===== config.mk =====
export PLATFORM = sky130hd
export DESIGN_NAME = cim_accum_packer
export DESIGN_NICKNAME = d
export VERILOG_FILES = /design/src/rtl/cim_accum_packer.sv
export SDC_FILE = /design/constraint.sdc
export NUM_CORES = 1
export LEC_CHECK = 0
export CORE_MARGIN = 4
export CORE_UTILIZATION = 55
export DETAILED_ROUTE_END_ITERATION = 8
export DONT_BUFFER_PORTS = 1
export GPL_ROUTABILITY_DRIVEN = 1
export GPL_TIMING_DRIVEN = 0
export PLACE_DENSITY = 0.67
export RECOVER_POWER = 100
export SYNTH_ARGS = -nofsm -noshare
export SYNTH_HDL_FRONTEND = slang
export SYNTH_SLANG_ARGS = --single-unit

===== constraint.sdc =====
create_clock -name clk -period 4.8 [get_ports clk]
set_input_delay 0.24 -clock clk [delete_from_list [all_inputs] [get_ports clk]]
set_output_delay 0.24 -clock clk [all_outputs]
set_load 0.02 [all_outputs]

===== src/rtl/cim_accum_packer.sv =====
// -----------------------------------------------------------------------------
// cim_accum_packer
//
// Downstream stage of the CIM bit-serial accumulator. Each signed ACC_W-bit
// accumulated result is requantized to a signed byte in three steps: a
// rounding arithmetic right shift, an optional ReLU and saturation to
// [-128,127]. Four bytes are packed into a 32-bit word, with lane 0 in the LSB
// and lane 0 being the first arrival. Words are buffered in a
// first-word-fall-through FIFO that the consumer drains with valid/ready.
//
// Optional feature (macro CIM_SAT_CNT_EN):
//   When defined, adds sat_count[7:0]. It counts results that were clipped to
//   -128 or 127 from outside that range, and it saturates at 255.
//
// Ports:
//   clk             clock; all logic on the rising edge
//   RST             synchronous active-high reset
//   accum_in        signed accumulated result
//   accum_in_valid  one-cycle qualifier for accum_in
//   shift           right-shift amount 0..15, sampled with accum_in_valid
//   relu_en         clamp negatives to 0, sampled with accum_in_valid
//   flush           push the partially filled word
//   word_out        FIFO head word (0 while empty)
//   word_valid      FIFO not empty
//   word_ready      consumer accepts word_out
//   fifo_count      number of words held
//   overflow        sticky: a word was dropped because the FIFO was full
//   sat_count       saturation event counter (CIM_SAT_CNT_EN only)
// -----------------------------------------------------------------------------
module cim_accum_packer #(
  parameter int ACC_W      = 18,
  parameter int FIFO_DEPTH = 4,
  parameter int CNT_W      = $clog2(FIFO_DEPTH + 1)
) (
  input  logic                    clk,
  input  logic                    RST,
  input  logic signed [ACC_W-1:0] accum_in,
  input  logic                    accum_in_valid,
  input  logic [3:0]              shift,
  input  logic                    relu_en,
  input  logic                    flush,
  output logic [31:0]             word_out,
  output logic                    word_valid,
  input  logic                    word_ready,
  output logic [CNT_W-1:0]        fifo_count,
  output logic                    overflow
`ifdef CIM_SAT_CNT_EN
  ,
  output logic [7:0]              sat_count
`endif
);

  localparam int PTR_W = $clog2(FIFO_DEPTH);

  localparam logic signed [ACC_W:0] BYTE_MAX = (ACC_W+1)'(127);
  localparam logic signed [ACC_W:0] BYTE_MIN = -(ACC_W+1)'(128);

  // ---------------------------------------------------------------------------
  // Stage 1: round, shift, ReLU, saturate
  // ---------------------------------------------------------------------------
  logic signed [ACC_W:0] s1_wide;
  logic signed [ACC_W:0] s1_rnd;
  logic signed [ACC_W:0] s1_sum;
  logic signed [ACC_W:0] s1_shr;
  logic [7:0]            s1_byte_d;
  logic                  s1_clip_d;

  logic [7:0]            s1_byte;
  logic                  s1_valid;

  // NOTE: combinational blocks assign every output a default first and use
  // blocking assignments. This way, no path can leave a value held and infer a latch.
  always_comb begin
    s1_rnd    = '0;
    s1_clip_d = 1'b0;
    // The extra sign bit absorbs the rounding carry: the largest positive input
    // plus 2^14 still fits in ACC_W+1 bits.
    s1_wide   = {accum_in[ACC_W-1], accum_in};
    if (shift != 4'd0) begin
      s1_rnd = (ACC_W+1)'(1) << (shift - 4'd1);
    end
    s1_sum = s1_wide + s1_rnd;
    s1_shr = s1_sum >>> shift;

    // A ReLU clamp takes precedence over saturation. A clamp is not counted as
    // a saturation event.
    if (relu_en && (s1_shr < 0)) begin
      s1_byte_d = 8'h00;
    end else if (s1_shr > BYTE_MAX) begin
      s1_byte_d = 8'h7f;
      s1_clip_d = 1'b1;
    end else if (s1_shr < BYTE_MIN) begin
      s1_byte_d = 8'h80;
      s1_clip_d = 1'b1;
    end else begin
      s1_byte_d = s1_shr[7:0];
    end
  end

  // NOTE: sequential state uses non-blocking assignments only. This way,
  // every register samples the pre-edge values of the other registers.
  always_ff @(posedge clk) begin
    if (RST) begin
      s1_valid <= 1'b0;
      s1_byte  <= 8'h00;
    end else begin
      s1_valid <= accum_in_valid;
      if (accum_in_valid) begin
        s1_byte <= s1_byte_d;
      end
    end
  end

`ifdef CIM_SAT_CNT_EN
  logic s1_clip;

  always_ff @(posedge clk) begin
    if (RST) begin
      s1_clip   <= 1'b0;
      sat_count <= 8'd0;
    end else begin
      if (accum_in_valid) begin
        s1_clip <= s1_clip_d;
      end
      if (s1_valid && s1_clip && (sat_count != 8'hff)) begin
        sat_count <= sat_count + 8'd1;
      end
    end
  end
`else
  logic unused_sat_clip;
  assign unused_sat_clip = s1_clip_d;
`endif

  // ---------------------------------------------------------------------------
  // Packer
  // ---------------------------------------------------------------------------
  logic [1:0]  lane, lane_d;
  logic [23:0] pack, pack_d;
  logic [31:0] merged;
  logic [31:0] push_word;
  logic        push;

  always_comb begin
    lane_d    = lane;
    pack_d    = pack;
    push      = 1'b0;
    push_word = '0;
    // Unused upper lanes read as 0 when a word is flushed early.
    merged    = {8'h00, pack};
    merged[{lane, 3'b000} +: 8] = s1_byte;

    if (s1_valid) begin
      // A flush that coincides with an arriving byte includes that byte. It
      // then pushes once, even when the byte completes the word.
      if ((lane == 2'd3) || flush) begin
        push      = 1'b1;
        push_word = merged;
        pack_d    = '0;
        lane_d    = 2'd0;
      end else begin
        pack_d = merged[23:0];
        lane_d = lane + 2'd1;
      end
    end else if (flush && (lane != 2'd0)) begin
      push      = 1'b1;
      push_word = {8'h00, pack};
      pack_d    = '0;
      lane_d    = 2'd0;
    end
  end

  always_ff @(posedge clk) begin
    if (RST) begin
      lane <= 2'd0;
      pack <= '0;
    end else begin
      lane <= lane_d;
      pack <= pack_d;
    end
  end

  // ---------------------------------------------------------------------------
  // First-word-fall-through FIFO
  // ---------------------------------------------------------------------------
  logic [31:0]      mem [FIFO_DEPTH];
  logic [PTR_W-1:0] wr_ptr, rd_ptr;
  logic             full, pop, wr_en;

  assign word_valid = (fifo_count != '0);
  assign full       = (fifo_count == CNT_W'(FIFO_DEPTH));
  // Gating on word_valid means a pop on an empty FIFO cannot happen, even if a
  // push is stored in the same cycle.
  assign pop        = word_valid && word_ready;
  // When the FIFO is full, a simultaneous pop makes room for the push.
  assign wr_en      = push && (!full || pop);
  // Present 0 while empty, so the stale storage never appears on the bus.
  assign word_out   = word_valid ? mem[rd_ptr] : 32'h0;

  // NOTE: the storage array has no reset. Its contents are only observed
  // through word_valid, and the pointers and count carry all reset state.
  always_ff @(posedge clk) begin
    if (wr_en) begin
      mem[wr_ptr] <= push_word;
    end
  end

  always_ff @(posedge clk) begin
    if (RST) begin
      wr_ptr     <= '0;
      rd_ptr     <= '0;
      fifo_count <= '0;
      overflow   <= 1'b0;
    end else begin
      // The pointers are a power-of-two width, so they wrap naturally.
      if (wr_en) begin
        wr_ptr <= wr_ptr + 1'b1;
      end
      if (pop) begin
        rd_ptr <= rd_ptr + 1'b1;
      end
      case ({wr_en, pop})
        2'b10:   fifo_count <= fifo_count + 1'b1;
        2'b01:   fifo_count <= fifo_count - 1'b1;
        default: fifo_count <= fifo_count;
      endcase
      if (push && !wr_en) begin
        overflow <= 1'b1;
      end
    end
  end

endmodule

After elaboration in Yosys (flattened, before gate mapping)
Memory sizes are Yosys's and may differ from the RTL's. A register that Yosys moved wholly into a read port is not among the register bits.
Cells that the tools add are included.
{ "word_totals": {"register_bits": 43, "ramBits": 128, "in_bits": 28, "out_inout_bits": 37, "elab_cells": 65, "mem_count": 1} }
{ "mem_list": {"columns": ["name", "words", "word_bits", "read_ports", "rd_clocked_by_memory_dff", "write_ports", "line", "text"], "rows": [
  ["mem", 4, 32, 1, 1, 1, "186", "logic [31:0] mem [FIFO_DEPTH];"]
]} }
{ "classes": {"add_sub_neg": 8, "magnitude_cmp": 3, "n_eq_ne": 4, "shift": 4, "muxes": 23, "n_reduce_logical": 14} }
{ "ops": {"columns": ["cell", "count"], "rows": [
  ["$mux 24", 4],
  ["$mux 32", 3],
  ["$bwmux 32", 1],
  ["$shift 8x7->32 const A", 1],
  ["$shiftx 8x7->32", 1],
  ["$mux 8", 3],
  ["$add 18x19->19", 1],
  ["$gt 19x8->1 const B", 1],
  ["$lt 19x1->1 const B", 1],
  ["$lt 19x8->1 const B", 1],
  ["$mux 19", 1],
  ["$shl 1x4->19 const A", 1],
  ["$sshr 19x4->19", 1],
  ["$mux 2", 5],
  ["$neg 5->7", 1],
  ["$add 2x1->2 const B", 3],
  ["$pmux 3 s2", 1],
  ["$reduce_bool 2->1", 3],
  ["$logic_and 1x1->1", 5],
  ["$mux 1", 5],
  ["$eq 2x2->1 const B", 2],
  ["$reduce_bool 4->1", 1],
  ["$sub 4x1->4 const B", 1],
  ["$add 3x1->3 const B", 1],
  ["other kinds (6)", 8]
]} }

Longest topological paths before layout
Gate-level depths: netlist (run 1).
{ "logic_depth": {"depth_word": 9, "depth_mapped": 18, "depth_no_buf": 16} }

Worst setup path before layout (run 1)
OpenSTA, ideal clock, no wires.
{ "synth_path": {"path_kind": "input to register", "start": "input shift[2]", "end": "register s1_byte[3]", "setup_time_ns": 0.086, "arrival_time_ns": 3.780, "required_time_ns": 4.714, "slack_ns": 0.933, "cell_stages": 16, "path_buffers": 2, "path_cell_list": "clkbuf_1 > clkbuf_1 > nor3_1 > ha_1 > inv_1 > fa_1 > nand2b_1 > a21o_1 > a21o_4 > a211oi_2 > nor2_1 > a2111oi_1 > nand3_1 > a311oi_1 > a211oi_4 > a221oi_2"} }
{ "synth_between": {"elab_chain_cells": 9, "word_cells_on_any_way": 13, "cone_classes": "add/sub: 2; order compare: 3; shift: 2; mux: 4; reduce/logical: 2"} }
{ "synth_rtl": {"columns": ["element", "line", "text"], "rows": [
  ["start: declaration", "39", "input logic [3:0] shift,"],
  ["$sub 4x1->4", "80", "s1_rnd = (ACC_W+1)'(1) << (shift - 4'd1);"],
  ["$shl 1x4->19", "80", null],
  ["$mux 19", "79", "if (shift != 4'd0) begin"],
  ["$add 18x19->19", "82", "s1_sum = s1_wide + s1_rnd;"],
  ["$sshr 19x4->19 (*)", "83", "s1_shr = s1_sum >>> shift;"],
  ["$lt 19x8->1", "92", "end else if (s1_shr < BYTE_MIN) begin"],
  ["$mux 8", "92", null],
  ["$mux 8", "89", "end else if (s1_shr > BYTE_MAX) begin"],
  ["$mux 8 (*)", "87", "if (relu_en && (s1_shr < 0)) begin"],
  ["end signal: assignment", "109", "s1_byte <= s1_byte_d;"],
  ["end: declaration", "68", "logic [7:0] s1_byte;"]
]} }
Mark *: on every way between the ends. The rest lies on a longest branch, timed or not.
A chain may end at the register's enable or synchronous reset.

Final worst setup path (run 1)
{ "layout_path": {"start": "input shift[1]", "end": "register s1_byte[4]"} }
The elaborated chain is that of the path after synthesis.

==> results of run 1 <==
-- final cells by class --
type / count / share of cell area (%)
plain buffers: 45 / 1.74
clock buffers: 20 / 4.53
clock inverters: 12 / 0.869
inverters: 27 / 1.01
multi-input cells: 534 / 41.8
flip-flops and latches: 173 / 47.1
well taps: 220 / 2.73
repair buffers: 2 / 0.199
-- power by group through the flow --
stage	Combinational, mW	Clock (mW)	Sequential (mW)
floorplan	0.336	0	1.66
global placement	0.422	0	1.66
detailed placement	0.431	0	1.66
CTS	0.435	1.27	1.63
global route	0.474	1.34	1.63
finish	0.433	1.25	1.63
-- logic make-up (layout without fill, tap and decap cells) --
family	Yosys count	in the layout	share of synthesized area [%]
and+or+nand+nor	237	237	12.1
AOI/OAI and AO/OA	198	198	16.7
DFF	173	173	51.3
buffers and inverters	72	106	2.99
muxes	54	54	11.4
adders and majority gates	28	28	3.95
xor gates and xnor gates	16	16	1.51
other	1	1	0.0405
-- worst max-delay path, delay by kind of cell --
family	cells	cell delay, ns
AND/OR/NAND/NOR	3	0.42
AO/OA/AOI/OAI	8	2.36
adder cells (fa/ha/maj)	1	0.38
XOR/XNOR	1	0.43
buffers and inverters	3	0.90
-- metal layers --
layer	vias to the layer above	wire length, um	share of wire (%)	GRT usage (%)
met5	-	0	0	0
met4	0	354	1.7	7.30
met3	33	1090	5.1	4.71
met2	223	11100	52	41.4
met1	3231	8840	41	29.5
li1	3024	-	-	-
-- metrics by stage --
step	hold WS [ns]	utilization, %	instance area, um2
after floorplan	0.402	-	9250
after global placement	0.436	57.7	9530
after detailed placement	0.428	57.7	9530
after CTS	0.0313	61.1	10100
after global routing	0.0648	61.0	10100
final	0.0536	61.0	10100
-- cell usage after synthesis (6+ instances only) --
master,instances
a211oi_1,10
a21o_1,8
a21oi_1,43
a221oi_2,8
a22o_1,25
a22oi_1,24
a31oi_1,6
and2_1,49
buf_1,14
clkbuf_1,26
dfxtp_1,45
edfxtp_1,128
ha_1,26
inv_1,26
mux2i_1,10
mux4_2,41
nand2_1,57
nand3_1,6
nand4_1,6
nor2_1,86
nor3_1,10
o211ai_1,6
o21ai_0,13
o21ai_1,7
xnor2_1,11
-- sequential cells by signal, summed over array words and instances (netlist names), named ones only --
signal / cells
mem: 128
pack: 24
s1_byte: 8
fifo_count: 3
lane: 2
rd_ptr: 2
wr_ptr: 2
overflow: 1
s1_valid: 1
-- path summary, 6_finish.rpt --
check,from,to,slack (ns),depth (start not counted)
worst min register to register,pack[23],pack[23],0.51,2
worst min-delay path,word_ready,fifo_count[1],0.05,2
worst max-delay path,shift[1],s1_byte[4],0.38,16
worst max register to register,lane[0],mem[1][0],0.81,6
==> flow_summary_export.csv, run 1 <==
group,metric,value,unit
synthesis,ys_ff_latch,173,
cts,cts_hold_buffers,2,
power_and_ir_drop,combPwrFrac,13.1,%
grt,antenna_found_initial,0,
timing,rsz0062_at_grt,"no",
synthesis,synth_nets,835,
synthesis,synth_area_leader_cell,"edfxtp_1",
synthesis,synth_ff_type,"edfxtp_1",
placed_design,finalWeightedCongestion,0.948,
placed_design,post-place-ws,0.103,ns
setup_path,startpoint_type,"primary input",
timing,fin_ws,0.380,ns
setup_path,cp.arrival,4.75,ns
cts,clk_pin_slew_worst_paths,0.06,ns
timing,tightest_slew,2.59,ns
layout,num_antenna_cells,0,
outcome,status,"finished with violations",
layout,seq_area,4740,um2
floorplan,die-width,138,um
floorplan,start_util,56.0,%
timing,slew_violations,132,
placed_design,io_buffers,0,
cts,cts_resized,0,
timing,skew,0.0115,ns
power_and_ir_drop,p_per_area,329,nW/um2
placed_design,place_hpwl,15300,um
detailed_routing,routed_wl,21400,um
run,cap_violations,4,
setup_path,worstPathMaxFanout,10,
cts,clock_latency,0.43,ns
synthesis,ys_top_cells_by_area,"edfxtp_1 42%, mux4_2 10%, dfxtp_1 9.7%, ha_1 3.5%, nor2_1 3.5%",
grt,grt_pass1_wl,34100,um
layout,fill_cells,1321,
setup_path,cp-end-kind,"flip-flop",
timing,final.period_utilization,92.1,%
min_path,min_path_type,"primary input to flip-flop",
power_and_ir_drop,intPower,2.47,mW
detailed_routing,vias,6511,
synthesis,synth_edf_count,128,
detailed_routing,drc,0,
detailed_routing,viasPerCell,6.30,
detailed_routing,ant_nets,0,
detailed_routing,dr.pass1.iters,7,
detailed_routing,routedWlPerCell,20.7,um
floorplan,fp-row-count,47,
power_and_ir_drop,p_clk_share,37.7,%
timing,slew_headroom,-72.8,%
cts,htreeDepth,4,
synthesis,ys.warnings.count,0,
power_and_ir_drop,p_seq_share,49.2,%
cts,cts_buffer_depth,2,
synthesis,synth_top_area_share,41.5,%
floorplan,die_h,138,um
setup_path,path_class,"primary input to flip-flop",
layout,layout.cells.most_common,"edfxtp_1",
cts,cts_root_buffer,"clkbuf_16",
layout,syn_to_final_growth,8.94,%
cts,cts_sinks,173,
grt,grt_max_degree,33,
layout,final_nets,856,
timing,setup_viol,0,
power_and_ir_drop,swShare,25.6,%
synthesis,synth_cells,779,
setup_path,max_stage_delay,0.58,ns
synthesis,async_reset_ff_share,0,%
synthesis,avgSynthCellArea,11.9,um2
layout,multi_input_area,4220,um2
grt,grt_pass1_vias,6418,
layout,drive_gt1_share,12.2,%
cts,cts_tree,"done",
power_and_ir_drop,vdd_drop_max,245,uV
layout,final_cell_mix,"128 x edfxtp_1, 86 x nor2_1, 57 x nand2_1",
setup_path,critical_path.cell_chain,"clkbuf_1 -> inv_1 -> nand2_1 -> clkbuf_1 -> nor2_1 -> ha_1 -> o211ai_1 -> o211ai_1 -> a31oi_1 -> xnor2_1 -> o221ai_1 -> a2111oi_1 -> nand3_1 -> a311oi_1 -> a211oi_4 -> a221oi_1",
synthesis,ys_seq_area_share,51.3,%
synthesis,netlist_area,9250,um2
grt,grt_usage,23.6,%
power_and_ir_drop,power_switching,0.847,mW
placed_design,place_inst,999,
cts,numCtsBuffers,17,
setup_path,worstPathRequired,5.13,ns
power_and_ir_drop,p_leak,3.39,nW
cts,postCtsSetupRepairBufs,0,
timing,setup-tns-final,0,ns
floorplan,dieArea,19000,um2
grt,overflow,0,
timing,period_minus_slack,4.42,ns
timing,max_freq,226,MHz
setup_path,cpMaxStageDelayCell,"a2111oi_1",
floorplan,core,16500,um2
synthesis,synth.distinct_cells,71,
timing,final_hold_viol_count,0,
power_and_ir_drop,p_total,3.31,mW
floorplan,num_io_pins,65,
layout,fin_cells,1033,
detailed_routing,drt_iter0_markers,442,
outcome,violations,"capacitance limit, slew limit",
No activity file was read; power rests on OpenSTA's default activity.
==> run 2: changes to the inputs <==
==> constraint.sdc (replaced) <==
create_clock -name clk -period 5.1 [get_ports clk]
set_input_delay 0.255 -clock clk [delete_from_list [all_inputs] [get_ports clk]]
set_output_delay 0.255 -clock clk [all_outputs]
set_load 0.02 [all_outputs]
==> run 2 against run 1 <==
  * The flow still finishes with violations (capacitance limit, slew limit)
  * First-iteration DRC count is 1.6% higher
  * Critical path type unchanged
  * Power is 6.0% lower
  * Flip-flop and latch count stayed put
  * Combinational power is 6.5% lower
  * Register-to-register slack better by 0.34 ns
  * Clock skew is 0.0018 ns higher
  * Die area stayed put
  * Clock-buffer cell count stayed put
==> flow_summary_export.csv, run 2 (synthesized netlist as in run 1, its figures left out) <==
group,metric,value,unit
outcome,status,"finished with violations",
outcome,violations,"capacitance limit, slew limit",
detailed_routing,vias,6509,
detailed_routing,ant_nets,0,
grt,grt_pass1_vias,6409,
floorplan,num_io_pins,65,
detailed_routing,drt_iter0_markers,449,
timing,max_freq,224,MHz
placed_design,finalWeightedCongestion,0.948,
timing,slew_violations,132,
layout,num_antenna_cells,0,
layout,regMostFlops,"mem",
setup_path,path_common_cell,"clkbuf_1",
detailed_routing,viasPerCell,6.31,
layout,stdcell_area,10000,um2
detailed_routing,dr.pass1.iters,5,
layout,fill_cells,1329,
setup_path,r2r_slack,1.15,ns
grt,grt_usage,23.6,%
setup_path,critical_path.cell_chain,"clkbuf_1 -> clkbuf_1 -> nand2_1 -> nor2_1 -> ha_1 -> buf_2 -> a21oi_1 -> o21ai_0 -> or3_1 -> o21ai_1 -> clkbuf_1 -> nor2_1 -> a21oi_1 -> nand4_1 -> a2111oi_4 -> a211oi_2 -> a221oi_1",
layout,syn_to_final_growth,8.60,%
cts,cts_root_buffer,"clkbuf_16",
layout,layout.cells.most_common,"edfxtp_1",
timing,final_hold_viol_count,0,
grt,grt_max_degree,33,
min_path,min_path_type,"primary input to flip-flop",
timing,skew,0.0133,ns
min_path,holdPathStages,2,
layout,final_nets,855,
placed_design,io_buffers,0,
power_and_ir_drop,p_per_area,310,nW/um2
setup_path,cpMaxStageDelayCell,"clkbuf_1",
power_and_ir_drop,intPower,2.32,mW
floorplan,dieArea,19000,um2
cts,cts_sinks,173,
layout,final_cell_mix,"128 x edfxtp_1, 86 x nor2_1, 57 x nand2_1",
power_and_ir_drop,p_clk_share,37.8,%
floorplan,fp-row-count,47,
placed_design,place_hpwl,15300,um
power_and_ir_drop,combPwrFrac,13.0,%
power_and_ir_drop,power_switching,0.796,mW
timing,setup-tns-final,0,ns
detailed_routing,drc,0,
setup_path,startpoint_type,"primary input",
layout,drive_gt1_share,11.8,%
layout,top_regs,"mem (128), pack (24), s1_byte (8)",
power_and_ir_drop,p_seq_share,49.2,%
floorplan,die-width,138,um
timing,tightest_slew,2.57,ns
floorplan,start_util,56.0,%
setup_path,r2r_cells,6,
placed_design,post-place-ws,0.388,ns
min_path,hold_end,"s1_byte[7]",
setup_path,cp.arrival,4.78,ns
timing,setup_viol,0,
grt,antenna_found_initial,0,
detailed_routing,routed_wl,21400,um
cts,htreeDepth,4,
grt,overflow,0,
floorplan,die_h,138,um
cts,cts_buffer_depth,2,
min_path,hold_path.startpoint,"relu_en",
setup_path,r2r_end,"mem[1][8]",
timing,rsz0062_at_grt,"no",
power_and_ir_drop,vdd_drop_max,235,uV
detailed_routing,routedWlPerCell,20.8,um
placed_design,placed_area,9530,um2
timing,fin_ws,0.645,ns
power_and_ir_drop,swShare,25.6,%
run,cap_violations,4,
setup_path,max_stage_delay,0.42,ns
layout,largest_reg_flops,128,
power_and_ir_drop,p_leak,3.38,nW
timing,slew_headroom,-71.3,%
setup_path,worstPathRequired,5.42,ns
setup_path,r2r_start,"lane[0]",
setup_path,cp-end-kind,"flip-flop",
setup_path,worstPathMaxFanout,10,
timing,hold_ws,0.0268,ns
cts,clock_latency,0.43,ns
setup_path,path_class,"primary input to flip-flop",
grt,grt_pass1_wl,34000,um
timing,final.period_utilization,87.4,%
cts,clk_pin_slew_worst_paths,0.06,ns
floorplan,core,16500,um2
cts,numCtsBuffers,17,
timing,period_minus_slack,4.46,ns
cts,cts_resized,0,
cts,cts_tree,"done",
==> run 2: changes by cell type in the layout (fill, tap and decap cells not counted) <==
cell,change
dlygate4sd3_1,-1
a221oi_1,+2
a221oi_2,-2
a211oi_4,-1
clkbuf_1,+1
a211oi_2,+1
buf_2,-1
==> run 2: power groups by stage <==
stage	logic (mW)	registers (mW)	clock network, mW
detailed placement	0.406	1.56	0
global placement	0.397	1.56	0
floorplan	0.316	1.56	0
finish	0.405	1.53	1.18
CTS	0.409	1.53	1.20
global route	0.442	1.54	1.26
==> run 2: final cells by class <==
type                    instances  area (um2)  share of cell area, %
well taps                     220         275                   2.74
clock buffers                  20         457                   4.55
inverters                      27         101                   1.01
plain buffers                  45         174                   1.73
multi-input cells             534        4200                   41.8
clock inverters                12        87.6                  0.872
flip-flops and latches        173        4740                   47.2
repair buffers                  1        10.0                 0.0996
==> run 2: worst max-delay path by stage <==
stage                  start    endpoint  cells after the start
floorplan           shift[2]  s1_byte[3]                     16
global placement    shift[1]  s1_byte[3]                     17
detailed placement  shift[1]  s1_byte[4]                     16
CTS                 shift[1]  s1_byte[3]                     16
global route        shift[2]  s1_byte[1]                     17
finish              shift[2]  s1_byte[1]                     17
==> run 2: through the flow <==
stage | power, mW | instances | util [%]
after detailed placement | 1.97 | 999 | 57.7
final | 3.11 | 1032 | 60.8
after CTS | 3.14 | 1032 | 61.0
after global routing | 3.24 | 1032 | 60.8
after global placement | 1.96 | 999 | 57.7
after floorplan | 1.88 | 779 | -
==> run 2: timing repair <==
item,in CTS,in global routing
buffers inserted,0,0
endpoints found under the hold margin,1,0
hold buffers,1,0
setup endpoints to repair,0,0
==> run 2: worst max-delay path, delay by kind of cell <==
kind	cells	cell delay, ns
AND/OR/NAND/NOR	5	1.08
adder cells (fa/ha/maj)	1	0.24
AO/OA/AOI/OAI	7	1.86
buffers and inverters	4	1.34
==> run 2: layer usage <==
layer | wire, um | track usage, % | vias up | share of wire, %
li1 | - | - | 3018 | -
met1 | 8720 | 29.5 | 3246 | 41
met2 | 11100 | 41.3 | 216 | 52
met3 | 1220 | 4.71 | 29 | 5.7
met4 | 336 | 7.30 | 0 | 1.6
met5 | 0 | 0 | - | 0
==> run 3: changes to the inputs <==
--- a/config.mk
+++ b/config.mk
@@ -6,13 +6,14 @@
 export NUM_CORES = 1
 export LEC_CHECK = 0
 export CORE_MARGIN = 4
-export CORE_UTILIZATION = 55
+export CORE_UTILIZATION = 30
 export DETAILED_ROUTE_END_ITERATION = 8
 export DONT_BUFFER_PORTS = 1
 export GPL_ROUTABILITY_DRIVEN = 1
 export GPL_TIMING_DRIVEN = 0
-export PLACE_DENSITY = 0.67
+export PLACE_DENSITY = 0.41
 export RECOVER_POWER = 100
+export SETUP_SLACK_MARGIN = 0.1
 export SYNTH_ARGS = -nofsm -noshare
 export SYNTH_HDL_FRONTEND = slang
 export SYNTH_SLANG_ARGS = --single-unit
==> constraint.sdc (replaced) <==
create_clock -name clk -period 5.1 [get_ports clk]
set_input_delay 0.765 -clock clk [delete_from_list [all_inputs] [get_ports clk]]
set_output_delay 0.765 -clock clk [all_outputs]
set_load 0.02 [all_outputs]
==> run 3 against run 2 <==
  * The run still ends with capacitance limit, slew limit left
  * Cell area increased by 3.5%
  * Critical endpoint is now s1_byte[5]
  * Combinational power increased by 5.2%
  * Sequential share of layout area decreased by 1.6 points
  * Worst hold slack improved by 0.47 ns
==> flow_summary_export.csv, run 3 (synthesized netlist as in run 1, its figures left out) <==
group,metric,value,unit
outcome,status,"finished with violations",
outcome,violations,"capacitance limit, slew limit",
layout,largest_reg_flops,128,
detailed_routing,routedWlPerCell,19.6,um
layout,top_regs,"mem (128), pack (24), s1_byte (8)",
cts,cts_hold_buffers,0,
timing,final_hold_viol_count,0,
setup_path,worstPathRequired,5.43,ns
layout,final_cell_mix,"128 x edfxtp_1, 85 x nor2_1, 56 x nand2_1",
setup_path,startpoint_type,"primary input",
timing,setup_viol,0,
grt,overflow,0,
power_and_ir_drop,vdd_drop_max,184,uV
power_and_ir_drop,p_per_area,309,nW/um2
cts,clock_latency,0.42,ns
timing,slew_violations,120,
detailed_routing,routed_wl,23800,um
cts,cts_sinks,173,
placed_design,io_buffers,0,
floorplan,fp-row-count,64,
run,cap_violations,4,
setup_path,r2r_end,"mem[2][2]",
setup_path,max_stage_delay,0.58,ns
detailed_routing,vias,6405,
floorplan,dieArea,33700,um2
layout,layout.cells.most_common,"edfxtp_1",
layout,fin_cells,1213,
detailed_routing,dr.pass1.iters,6,
timing,tightest_slew,2.03,ns
layout,drive_gt1_share,13.1,%
setup_path,r2r_cells,7,
setup_path,cp-end-kind,"flip-flop",
floorplan,start_util,30.3,%
cts,cts_root_buffer,"clkbuf_16",
timing,rsz0062_at_grt,"no",
layout,final_nets,860,
detailed_routing,drc,0,
grt,grt_usage,14.4,%
cts,cts_buffer_depth,2,
timing,slew_headroom,-35.5,%
floorplan,core,30500,um2
cts,clk_pin_slew_worst_paths,0.06,ns
floorplan,die_h,184,um
placed_design,place_inst,1179,
min_path,min_path_type,"flip-flop to flip-flop",
power_and_ir_drop,p_leak,3.43,nW
setup_path,r2r_start,"lane[0]",
layout,num_antenna_cells,0,
layout,final_util,34.1,%
detailed_routing,ant_nets,0,
min_path,hold_path.startpoint,"pack[19]",
timing,final.period_utilization,92.7,%
grt,grt_pass1_wl,37900,um
min_path,holdPathStages,2,
grt,grt_pass1_vias,6624,
detailed_routing,drt_iter0_markers,435,
setup_path,cpMaxStageDelayCell,"mux4_2",
setup_path,path_class,"primary input to flip-flop",
min_path,hold_end,"pack[19]",
placed_design,finalWeightedCongestion,0.920,
grt,antenna_found_initial,0,
floorplan,num_io_pins,65,
timing,skew,0.00513,ns
layout,fill_cells,3011,
setup_path,critical_path.cell_chain,"clkbuf_2 -> inv_1 -> nand2_2 -> nor3_1 -> ha_1 -> inv_1 -> fa_1 -> nand2b_1 -> a21o_1 -> a21o_1 -> o31ai_4 -> xnor2_1 -> mux4_2 -> a2111oi_2 -> a211oi_4 -> buf_12 -> a221oi_2",
setup_path,worstPathMaxFanout,8,
layout,syn_to_final_growth,12.4,%
setup_path,cp.arrival,5.06,ns
timing,period_minus_slack,4.73,ns
grt,grt_max_degree,30,
floorplan,die-width,184,um
layout,regMostFlops,"mem",
cts,cts_tree,"done",
cts,htreeDepth,4,
cts,numCtsBuffers,17,
placed_design,place_hpwl,17000,um
timing,max_freq,211,MHz
setup_path,r2r_slack,1.18,ns
detailed_routing,viasPerCell,5.28,
-- run 3: worst max-delay path by stage --
stage / startpoint / endpoint / slack, ns / depth (start not counted)
4_1_cts: shift[1] / s1_byte[5] / 0.15 / 16
3_5_place_dp: shift[1] / s1_byte[5] / -0.45 / 17
5_1_grt: shift[1] / s1_byte[6] / 0.07 / 17
2_1_floorplan: shift[2] / s1_byte[3] / 0.71 / 16
6_report: shift[1] / s1_byte[5] / 0.37 / 17
3_3_place_gp: shift[1] / s1_byte[3] / -0.45 / 17
-- run 3: final cells by class --
cell class / instances / area (um2) / area share (%)
flip-flops and latches: 173 / 4740 / 45.6
multi-input cells: 534 / 4270 / 41.0
well taps: 396 / 495 / 4.76
clock buffers: 27 / 494 / 4.75
plain buffers: 45 / 179 / 1.72
inverters: 27 / 101 / 0.974
clock inverters: 5 / 78.8 / 0.758
repair buffers: 6 / 42.5 / 0.409
-- run 3: layer usage --
layer | track usage (%) | wire length (um) | vias to the layer above | part of all wire (%)
met5 | 0 | 0 | - | 0
met4 | 3.84 | 280 | 0 | 1.2
met3 | 2.81 | 1030 | 19 | 4.3
met2 | 25.5 | 12300 | 131 | 52
met1 | 18.0 | 10200 | 3219 | 43
li1 | - | - | 3036 | -
-- run 3: power by group --
part           switching [mW]  internal [mW]
clock network           0.493          0.764
logic                   0.274          0.152
registers              0.0101           1.52
-- run 3: what timing repair did --
item / 4_1_cts / 5_1_grt
pin swaps: 0 / 1
resized for setup: 2 / 13
buffers inserted: 0 / 2
endpoints found under the setup margin: 7 / 7
-- run 3: stage by stage --
stage               setup TNS (ns)  setup slack (ns)  hold WS [ns]  power [mW]  cell area [um2]
global placement             -3.02            -0.448         0.479        1.98             9750
global route                     0            0.0737         0.513        3.36            10400
detailed placement           -3.03            -0.452         0.485        1.99             9830
floorplan                        0             0.708         0.466        1.88             9250
CTS                              0             0.152         0.499        3.25            10400
finish                           0             0.372         0.500        3.22            10400
-- run 3: critical path: cells and delay by family --
kind | cells | cell delay (ns)
mux | 1 | 0.58
compound gates | 6 | 1.72
simple gates | 3 | 0.58
buf+inv | 4 | 0.60
xor+xnor | 1 | 0.19
fa+ha+maj | 2 | 0.62
